`src/rtl/sha_msg_padder.sv`:
```
// Packs a 64-bit big-endian word stream into 512-bit SHA-256 blocks and appends
// the 0x80 marker, zero fill and the 64-bit message bit-length.
module sha_msg_padder #(
    parameter int LEN_W = 64
) (
    input  logic         clk,
    input  logic         rst_n,
    input  logic         in_valid,
    output logic         in_ready,
    input  logic [63:0]  in_data,
    input  logic         in_last,
    input  logic [3:0]   in_bytes,
    output logic         blk_valid,
    input  logic         blk_ready,
    output logic [511:0] blk_data,
    output logic         blk_first,
    output logic         blk_last
);

    typedef enum logic [1:0] {FILL, PAD, OUT} state_t;

    state_t           state_reg, state_next;
    logic [2:0]       idx_reg, idx_next;
    logic [LEN_W-1:0] len_reg, len_next;
    logic             marker_reg, marker_next;  // 0x80 still owed to slot idx
    logic             pad_reg, pad_next;        // another padding block follows this one
    logic             first_reg, first_next;
    logic             last_reg, last_next;
    logic [63:0]      buf_reg [8];

    logic             wr_en;
    logic [63:0]      wr_data;
    logic [3:0]       nbytes;
    logic [63:0]      last_word;
    logic [63:0]      len_field;

    assign nbytes    = (in_bytes > 4'd8) ? 4'd8 : in_bytes;
    assign len_field = 64'(len_reg);

    // Final word: keep the valid bytes, drop the marker right after them, zero the rest.
    generate
        for (genvar gi = 0; gi < 8; gi++) begin : g_mask
            assign last_word[63-8*gi -: 8] =
                (4'(gi) < nbytes)  ? in_data[63-8*gi -: 8] :
                (4'(gi) == nbytes) ? 8'h80 : 8'h00;
        end
        for (genvar gi = 0; gi < 8; gi++) begin : g_out
            assign blk_data[511-64*gi -: 64] = buf_reg[gi];
        end
    endgenerate

    assign in_ready  = (state_reg == FILL);
    assign blk_valid = (state_reg == OUT);
    assign blk_first = blk_valid & first_reg;
    assign blk_last  = blk_valid & last_reg;

    always_ff @(posedge clk or negedge rst_n) begin
        if (!rst_n) begin
            state_reg  <= FILL;
            idx_reg    <= 3'd0;
            len_reg    <= '0;
            marker_reg <= 1'b0;
            pad_reg    <= 1'b0;
            first_reg  <= 1'b1;
            last_reg   <= 1'b0;
            for (int i = 0; i < 8; i++) buf_reg[i] <= 64'd0;
        end else begin
            state_reg  <= state_next;
            idx_reg    <= idx_next;
            len_reg    <= len_next;
            marker_reg <= marker_next;
            pad_reg    <= pad_next;
            first_reg  <= first_next;
            last_reg   <= last_next;
            if (wr_en) buf_reg[idx_reg] <= wr_data;
        end
    end

    always_comb begin
        state_next  = state_reg;
        idx_next    = idx_reg;
        len_next    = len_reg;
        marker_next = marker_reg;
        pad_next    = pad_reg;
        first_next  = first_reg;
        last_next   = last_reg;
        wr_en       = 1'b0;
        wr_data     = 64'd0;
        case (state_reg)
            FILL: begin
                if (in_valid) begin
                    wr_en    = 1'b1;
                    idx_next = idx_reg + 3'd1;
                    if (!in_last) begin
                        wr_data  = in_data;
                        len_next = len_reg + LEN_W'(64);
                        if (idx_reg == 3'd7) begin
                            state_next = OUT;
                            last_next  = 1'b0;
                            pad_next   = 1'b0;
                        end
                    end else begin
                        wr_data     = last_word;
                        len_next    = len_reg + LEN_W'({nbytes, 3'b000});
                        marker_next = (nbytes == 4'd8);
                        // A last word in slot 7 leaves no room for the length here.
                        if (idx_reg == 3'd7) begin
                            state_next = OUT;
                            last_next  = 1'b0;
                            pad_next   = 1'b1;
                        end else begin
                            state_next = PAD;
                        end
                    end
                end
            end
            PAD: begin
                wr_en = 1'b1;
                if (marker_reg) begin
                    wr_data     = 64'h8000_0000_0000_0000;
                    marker_next = 1'b0;
                    if (idx_reg == 3'd7) begin
                        state_next = OUT;
                        last_next  = 1'b0;
                        pad_next   = 1'b1;
                    end else begin
                        idx_next = idx_reg + 3'd1;
                    end
                end else if (idx_reg == 3'd7) begin
                    wr_data    = len_field;
                    state_next = OUT;
                    last_next  = 1'b1;
                    pad_next   = 1'b0;
                end else begin
                    idx_next = idx_reg + 3'd1;
                end
            end
            OUT: begin
                if (blk_ready) begin
                    idx_next   = 3'd0;
                    first_next = last_reg;
                    last_next  = 1'b0;
                    pad_next   = 1'b0;
                    state_next = pad_reg ? PAD : FILL;
                    if (last_reg) len_next = '0;
                end
            end
            default: state_next = FILL;
        endcase
    end

endmodule

```
`config.mk`:
```
export PLATFORM = sky130hd
export DESIGN_NAME = sha_msg_padder
export DESIGN_NICKNAME = d
export VERILOG_FILES = /design/src/rtl/sha_msg_padder.sv
export SDC_FILE = /design/constraint.sdc
export NUM_CORES = 1
export LEC_CHECK = 0
export BUFFER_PORTS_ARGS = -buffer_cell sky130_fd_sc_hd__buf_2
export CORE_MARGIN = 1.5
export CORE_UTILIZATION = 30
export CTS_BUF_LIST = sky130_fd_sc_hd__clkbuf_2 sky130_fd_sc_hd__clkbuf_4 sky130_fd_sc_hd__clkbuf_8
export DETAILED_ROUTE_END_ITERATION = 8
export SETUP_SLACK_MARGIN = 0.2
export SLEW_MARGIN = 25
export SYNTH_ARGS = -nofsm -noshare
export SYNTH_HDL_FRONTEND = slang
export SYNTH_SLANG_ARGS = --single-unit
```
`constraint.sdc`:
```
create_clock -name clk -period 2.9 [get_ports clk]
set_clock_uncertainty 0.05 [all_clocks]
set_input_delay 0.725 -clock clk [delete_from_list [all_inputs] [get_ports clk]]
set_output_delay 0.725 -clock clk [all_outputs]
set_load 0.005 [all_outputs]
```
# Word level (Yosys, flattened, before mapping)
# Index checks and enable logic that the tools add are counted.
# op_classes
addsub	3
magnitude_cmp	11
n_eq_ne	17
n_mux	58
bitwise	3
reduce_logical	13
# ops
operator	n
64-bit 2-to-1 mux	9
512-bit bitwise mux	1
64-bit one-hot mux with 2 select lines	2
64-bit demux with 3-bit select	1
8-bit 2-to-1 mux	16
64-bit by 7-bit adder with 64-bit output	1
64-bit by 7-bit adder with 64-bit output, second input constant	1
3-bit by 4-bit equality test with 1-bit output, first input constant	4
3-bit by 4-bit < comparator with 1-bit output, first input constant	4
1-bit 2-to-1 mux	14
4-bit AND reduction	3
2-bit 2-to-1 mux	5
3-bit 2-to-1 mux	3
3-bit one-hot mux with 3 select lines	1
2-bit by 4-bit equality test with 1-bit output, first input constant	2
1-bit by 4-bit < comparator with 1-bit output, first input constant	2
2-bit by 4-bit < comparator with 1-bit output, first input constant	2
2-bit by 1-bit inequality test with 1-bit output, second input constant	3
1-bit one-hot mux with 3 select lines	2
2-bit one-hot mux with 3 select lines	1
3-bit AND reduction	2
1-bit by 4-bit equality test with 1-bit output, first input constant	1
4-bit equality test, second input constant	1
4-bit greater-or-equal comparator, second input constant	1
18 further kinds	23
# totals
ff_bits	585

# Depth between registers and ports, before layout
# Gate-level depths: netlist of run 1.
# logic_depth
ltp_word	9
ltp_mapped	10
ltp_nobuf	9

# Least setup slack after synthesis of run 1
# No wires, ideal clock.
# synth_timing
kind	in2reg
startpoint	in in_bytes[1]
endpoint	reg len_reg[25] (netlist: len_field[25])
arrival_ns	2.879
required_ns	2.772
setup_slack_ns	-0.107
path_stages	10
path_buffers	2
path_cell_list	clkbuf_1 -> nor2b_1 -> inv_1 -> fa_1 -> nor2b_1 -> o211a_1 -> o211ai_2 -> clkbuf_1 -> or3_1 -> a21oi_1
# synth_via
elab_chain_len	6
# synth_rtl
item	line	rtl
start: declaration	12	input logic [3:0] in_bytes,
4-bit > comparator	37	assign nbytes = (in_bytes > 4'd8) ? 4'd8 : in_bytes;
4-bit 2-to-1 mux *	37	
64-bit by 7-bit adder with 64-bit output *	104	len_next = len_reg + LEN_W'({nbytes, 3'b000});
64-bit 2-to-1 mux *	94	if (!in_last) begin
64-bit 2-to-1 mux *	91	if (in_valid) begin
64-bit one-hot mux with 2 select lines *	89	case (state_reg)
end signal: assignment	70	len_reg <= len_next;
end: declaration	24	logic [LEN_W-1:0] len_reg, len_next;
# Mark *: on every way between the ends. The rest lies on a longest branch, timed or not. The select of a mux whose other input is x is not followed.
# A chain may end at the register's enable or synchronous reset.

# Worst setup path in the final report of run 1
# layout_timing
startpoint	reg state_reg[0]
endpoint	out blk_last
# layout_via
elab_chain_len	2
# layout_rtl
item	line	rtl
start: declaration	22	state_t state_reg, state_next;
start signal: assignment	68	state_reg <= state_next;
2-bit equality test	53	assign blk_valid = (state_reg == OUT);
1-bit AND	55	assign blk_last = blk_valid & last_reg;
end: declaration	17	output logic blk_last
# No other way between the ends.

==> summary.txt, run 1 <==
STA
  – Final hold violation count: 0
  – Fmax: 0.392 GHz
  – Period utilization: 88.1%
  – # setup viols final: 0
  – Slew Viols, Final: 0
  – RSZ-0062 raised after global routing: false
  – Minimum clock period: 2550 ps
  – Slew @ Worst Pin: 832 ps
  – Slew headroom: 44.5%

Global routing
  – Initial antenna violation count: 18
  – Busiest layer in global routing: met2
  – Tot GR Track Use: 20.7%
  – M2 GR Usage: 33.7%
  – Number of global-route vias before repair: 18909
  – First-pass GRT wire length: 122000 um
  – Largest net degree at the start of global routing: 95
  – Met3 Use GR: 5.43%
  – GR Util met1: 26.6%
  – Total global routing overflow: 0

Final layout
  – Area Overhead vs Synth: 33.7%
  – Design area: 0.0302 sq mm
  – Final Net Count: 3016
  – Layout cells sized above 1: 32.0%
  – Fin cells: 3993
  – Number of flip-flops in the largest register: 512

Detailed routing
  – Vias post-DR: 19297
  – Initial DRC Count: 1208
  – Average wire per standard cell: 20.2 um
  – Iteration count of the initial detailed-routing pass: 7
  – Residual DRC: 0
  – Final ANT Viol Nets: 0
  – DR vias/cell: 4.83
  – Final WL: 80800 um

Clock network
  – Clock slew at reported path FFs: 60 ps
  – Longest Clk Path Bufs: 3
  – Clk Latency, worst-skew pair: 690 ps
  – H-tree levels: 3
  – Clock sink count: 582
  – TritonCTS clock tree: built
  – Clk root buf: clkbuf_8
  – TritonCTS Buffers: 102

Setup path
  – Worst EP arrival: 1780 ps
  – Crit path buf inv count: 3
  – Largest delay contributor family on the critical path: flip-flops
  – CP Capture Type: output pin
  – Crit start category: flip-flop
  – Worst R2R Setup Slack: 370 ps
  – Slowest stage delay, CP: 400 ps
  – Worst path cell trace: inv_2, ha_4, buf_6, and2_1, buf_4
  – Crit Reg-Reg Startpoint: state_reg[1]$_DFFE_PN0P_
  – Setup CP Type: flip-flop to output pin
  – Crit-path max FO: 11
  – Reg2reg end: blk_data[404]$_DFFE_PN0P_
  – Reg2Reg Depth: 8
  – Stages on worst setup path: 5
  – Crit path required time: 2120 ps
  – Slowest stage cell, crit path: dfrtp_1

Logic synthesis
  – Leading register cell type out of synthesis: dfrtp_1
  – Synth Area per Inst: 10.1 sq um
  – Yosys reg bits: 582
  – Synth Cell Area: 0.0226 sq mm
  – Seq/Total Area, Yosys: 64.5%
  – Synth warn: 0
  – Syn Nets: 2315
  – Area contributors post-synth: dfrtp_1, o21ai_0, a21oi_1
  – EDFF count, synth: 0
  – Synth area leader: dfrtp_1
  – Cells after Synth: 2230
  – Count of unique library cells instantiated by Yosys: 56
  – Synth top cells by count: dfrtp_1, nand2_1, o21ai_0
  – Most frequent cell after synthesis: dfrtp_1
  – Share of the synthesized area in the top cell type: 64.4%
  – Async SR Flop Fraction: 100%

Floorplanning
  – Starting Density: 30.3%
  – Core ar.: 0.0744 sq mm
  – Cell row count: 100
  – Die area: 0.0769 sq mm
  – Count of boundary I/O pins: 589
  – Die span in x: 277 um
  – Die height: 277 um

Place
  – Placer Congestion: 0.859
  – DP HPWL: 57100 um
  – Post-DP Area: 0.0277 sq mm
  – Placed Cells: 3792
  – Port Buffers: 588

Hold path
  – Hold depth: 3
  – Min-Delay Startpoint: in_data[4]
  – Hold Path End: blk_data[4]$_DFFE_PN0P_
  – Min-delay worst type: input pin to flip-flop

Pwr
  – Sw Ratio: 35.8%
  – Flop pwr share: 40.1%
  – Clock network power share: 26.7%
  – Pwr/cell area: 1080 mW/mm^2
  – Leakage: 14.6 nW
  – Max IR drop VDD: 0.000455 V
  – Internal cell power: 0.0209 W
  – P_sw: 0.0116 W
  – Combinational power share: 33.2%

Outcome
  – Status: finished, final reports clean

Flow run
  – Number of max-cap violations: 0
-- cells by family after synthesis --
kind of cell / Yosys count / synth area share (%)
AOI/OAI and AO/OA: 733 / 17.7
xor gates and xnor gates: 10 / 0.388
adders and majority gates: 12 / 0.698
buffers and inverters: 160 / 2.69
DFF: 582 / 64.5
muxes: 5 / 0.238
and+or+nand+nor: 728 / 13.8
-- metal layers --
layer | vias to the layer above | part of all wire (%)
met5 | - | 0.12
met4 | 16 | 3.0
met3 | 155 | 7.2
met2 | 653 | 47
met1 | 9337 | 42
li1 | 9136 | -
-- cell type report --
| cell class | count | area, sq um |
|---|---|---|
| antenna | 12 | 30.0 |
| clock buffer | 164 | 2050 |
| clock inverter | 21 | 315 |
| fill | 7419 | 44200 |
| inverter | 18 | 67.6 |
| multi-input combinational | 1489 | 7560 |
| sequential | 582 | 14600 |
| tap | 969 | 1210 |
| timing repair buffer | 738 | 4390 |
-- cell usage in the layout (no fill, tap or decap), drive strengths merged, types with 9 or more instances in the layout --
cell type,count
diode,12
clkbuf,164
buf,737
or3,22
nor4,9
or4,17
ha,11
nor2b,13
inv,21
o21a,14
nor3,9
nand3,29
a22oi,56
o21ai,326
nand4,16
nand2,335
nor2,253
dfrtp,581
o31ai,19
a21oi,289
-- tightest hold or removal path: cells and delay by family --
family / cells / cell delay [ps]
compound gates: 2 / 220
buf+inv: 1 / 80
-- what timing repair did --
action                                 CTS  global route
setup endpoints to repair                3           116
cloned                                   0             1
hold buffers                             1             0
buffers inserted                         2             0
endpoints found under the hold margin   30             0
pin swaps                                0             1
resized for setup                        5             7
-- worst max path at each step --
| stage | to | slack, ps | start |
|---|---|---|---|
| finish | blk_last | 350 | state_reg[0]$_DFFE_PN0P_ |
| CTS | blk_data[130]$_DFFE_PN0P_ | 250 | state_reg[1]$_DFFE_PN0P_ |
| global placement | len_field[37]$_DFFE_PN0P_ | -60 | in_bytes[3] |
| floorplan | len_field[62]$_DFFE_PN0P_ | 230 | in_bytes[1] |
| global route | blk_data[278]$_DFFE_PN0P_ | 200 | state_reg[1]$_DFFE_PN0P_ |
| detailed placement | len_field[37]$_DFFE_PN0P_ | -120 | in_bytes[3] |
-- metrics by stage --
stage / setup TNS, ps / util (%) / hold WS [ps] / worst slack [ps] / total power [W]
floorplan: 0 / - / 379 / 227 / 0.0178
global placement: -351 / 37.2 / 405 / -60.7 / 0.0237
detailed placement: -1110 / 37.2 / 415 / -124 / 0.0240
CTS: 0 / 40.5 / 247 / 248 / 0.0328
global route: 0 / 40.5 / 289 / 202 / 0.0347
finish: 0 / 40.6 / 325 / 346 / 0.0325
-- power by group through the flow --
stage	Sequential [W]	Combinational, W	Clock [W]
final	0.0130	0.0108	0.00868
after floorplan	0.0133	0.00454	0
after global routing	0.0134	0.0120	0.00926
after detailed placement	0.0131	0.0109	0
after CTS	0.0130	0.0109	0.00891
after global placement	0.0131	0.0106	0
(Power assumes the default switching activity.)
==> inputs of run 2 (changes only) <==
--- a/config.mk
+++ b/config.mk
@@ -10,6 +10,7 @@
 export CORE_UTILIZATION = 30
 export CTS_BUF_LIST = sky130_fd_sc_hd__clkbuf_2 sky130_fd_sc_hd__clkbuf_4 sky130_fd_sc_hd__clkbuf_8
 export DETAILED_ROUTE_END_ITERATION = 8
+export GPL_ROUTABILITY_DRIVEN = 1
 export SETUP_SLACK_MARGIN = 0.2
 export SLEW_MARGIN = 25
 export SYNTH_ARGS = -nofsm -noshare
==> constraint.sdc (replaced) <==
create_clock -name clk -period 2.06 [get_ports clk]
set_clock_uncertainty 0.05 [all_clocks]
set_input_delay 0.515 -clock clk [delete_from_list [all_inputs] [get_ports clk]]
set_output_delay 0.515 -clock clk [all_outputs]
set_load 0.005 [all_outputs]
==> run 2 against run 1 <==
Effect of this change: clock power increased by 38%; the flow now finishes with violations (negative setup slack); flip-flop and latch count unchanged; sequential power increased by 48%; worst hold slack got worse by 160 ps.
==> summary.txt, run 2 (synthesis results as in run 1) <==
Final layout
  – Register area: 0.0146 sq mm
  – Filler instances: 6395
  – Multi-input logic area: 0.0108 sq mm
  – Area Overhead vs Synth: 72.9%
  – Layout cells sized above 1: 57.5%
  – Fin cells: 4325
  – Number of flip-flops in the largest register: 512
  – Most common cell after layout, fill and taps aside: buf_2
  – Final Net Count: 3358
  – Commonest non-fill, non-tap cells in the layout: buf_2, dfrtp_1, buf_4

STA
  – RSZ-0062 raised after global routing: true
  – Minimum clock period: 2380 ps
  – Slew @ Worst Pin: 715 ps
  – Final hold violation count: 0
  – Fmax: 0.420 GHz
  – # setup viols final: 542
  – Setup ws final: -324 ps
  – Slew Viols, Final: 0
  – Slew headroom: 52.3%
  – Hold WS: 165 ps
  – Period utilization: 116%

Pwr
  – P_sw: 0.0227 W
  – Clock network power share: 20.4%
  – Flop pwr share: 32.9%
  – Tot Pwr: 0.0587 W
  – Leakage: 18.2 nW
  – Pwr/cell area: 1500 mW/mm^2
  – Combinational power share: 46.7%
  – Max IR drop VDD: 0.000763 V
  – Internal cell power: 0.0360 W
  – Sw Ratio: 38.7%

Setup path
  – Setup crit start: state_reg[0]$_DFFE_PN0P_
  – Worst EP arrival: 2980 ps
  – Crit path required time: 2660 ps
  – Crit-path max FO: 7
  – Crit start category: flip-flop
  – Crit Reg-Reg Startpoint: state_reg[0]$_DFFE_PN0P_
  – Setup CP Type: flip-flop to flip-flop
  – CP Capture Type: flip-flop

Detailed routing
  – Iteration count of the initial detailed-routing pass: 8
  – Final WL: 112000 um
  – Initial DRC Count: 1620
  – Residual DRC: 0
  – Vias post-DR: 22670
  – Average wire per standard cell: 25.9 um
  – DR vias/cell: 5.24
  – Final ANT Viol Nets: 0

Hold path
  – Min-delay worst type: input pin to flip-flop
  – Min-Delay Startpoint: in_data[9]

Floorplanning
  – Die area: 0.0769 sq mm
  – Count of boundary I/O pins: 589
  – Starting Density: 30.3%
  – Die height: 277 um
  – Cell row count: 100
  – Core ar.: 0.0744 sq mm
  – Die span in x: 277 um

Global routing
  – Number of global-route vias before repair: 21783
  – First-pass GRT wire length: 147000 um
  – Largest net degree at the start of global routing: 62
  – Total global routing overflow: 0
  – Tot GR Track Use: 25.8%
  – Initial antenna violation count: 24

Outcome
  – Violated checks: negative setup slack
  – Status: finished with violations

Place
  – Placer Congestion: 0.848
  – Port Buffers: 588
  – Placed Cells: 3932
  – DP HPWL: 59700 um

Clock network
  – Clock slew at reported path FFs: 70 ps
  – H-tree levels: 3
  – Clk Latency, worst-skew pair: 730 ps
  – Clk root buf: clkbuf_8
  – Longest Clk Path Bufs: 3
  – Clock sink count: 582
  – TritonCTS Buffers: 102
  – TritonCTS clock tree: built

Flow run
  – Number of max-cap violations: 0
run 2: cell types whose count changed in the layout (fill, tap and decap cells not counted), sizes merged, moves of 2 or more:
cell / delta
inv: +2
clkbuf: +10
buf: +315
clkinvlp: +2
run 2: final timing paths:
kind / end / slack [ps] / cells past startpoint
max: blk_data[376]$_DFFE_PN0P_ / -320 / 15
min: blk_data[265]$_DFFE_PN0P_ / 160 / 4
max reg2reg: blk_data[376]$_DFFE_PN0P_ / -320 / 15
min reg2reg: blk_data[29]$_DFFE_PN0P_ / 420 / 2
max in group asynchronous: blk_data[456]$_DFFE_PN0P_ / 830 / 4
min in group asynchronous: blk_data[91]$_DFFE_PN0P_ / 210 / 2
run 2: cell type report:
type | instances | share of cell area, %
inverter | 18 | 0.179
multi-input combinational | 1490 | 27.7
tap | 969 | 3.10
clock buffer | 149 | 4.75
sequential | 582 | 37.3
clock inverter | 25 | 1.01
timing repair buffer | 1079 | 25.8
antenna | 13 | 0.0833
run 2: what timing repair did:
item / CTS / global route
cloned: 60 / 32
pin swaps: 165 / 100
endpoints found under the setup margin: 891 / 784
buffers inserted: 87 / 26
resized for setup: 574 / 656
hold buffers: 1 / 0
hold endpoints to repair: 174 / 0
run 2: layer usage:
metal  track usage [%]  share of wire [%]  wire, um  vias up
met5                 0               0.12       130        -
met3              5.89                8.4      9390      315
li1                  -                  -         -     9918
met2              40.9                 46     51900     1040
met4              10.7                4.2      4710       22
met1              34.0                 41     45700    11375
run 2: metrics by stage:
stage	TNS (ps)	instance area (sq um)	worst slack, ps	util (%)
after floorplan	-12040	23300	-353	-
after global placement	-101610	29600	-632	39.8
after detailed placement	-110340	29600	-662	39.8
after CTS	-57410	35700	-305	47.9
after global routing	-119840	39000	-381	52.4
final	-80510	39100	-324	52.5
run 2: critical path: stages, from the launching register on:
cell and delay [ps]:
dfrtp_1 380, inv_2 70, buf_6 100, ha_4 160, buf_6 100, buf_6 90, a21oi_4 50, buf_6 130
nor2_4 180, buf_6 130, and2_4 240, buf_12 160, clkbuf_16 170, buf_12 140, nor2_4 30, a21oi_2 100
run 2: power groups by stage:
stage          clock [W]  sequential, W  combinational, W
3_3_place_gp           0         0.0182            0.0164
6_report          0.0120         0.0193            0.0274
5_1_grt           0.0127         0.0197            0.0290
3_5_place_dp           0         0.0183            0.0168
4_1_cts           0.0122         0.0184            0.0224
2_1_floorplan          0         0.0187           0.00691
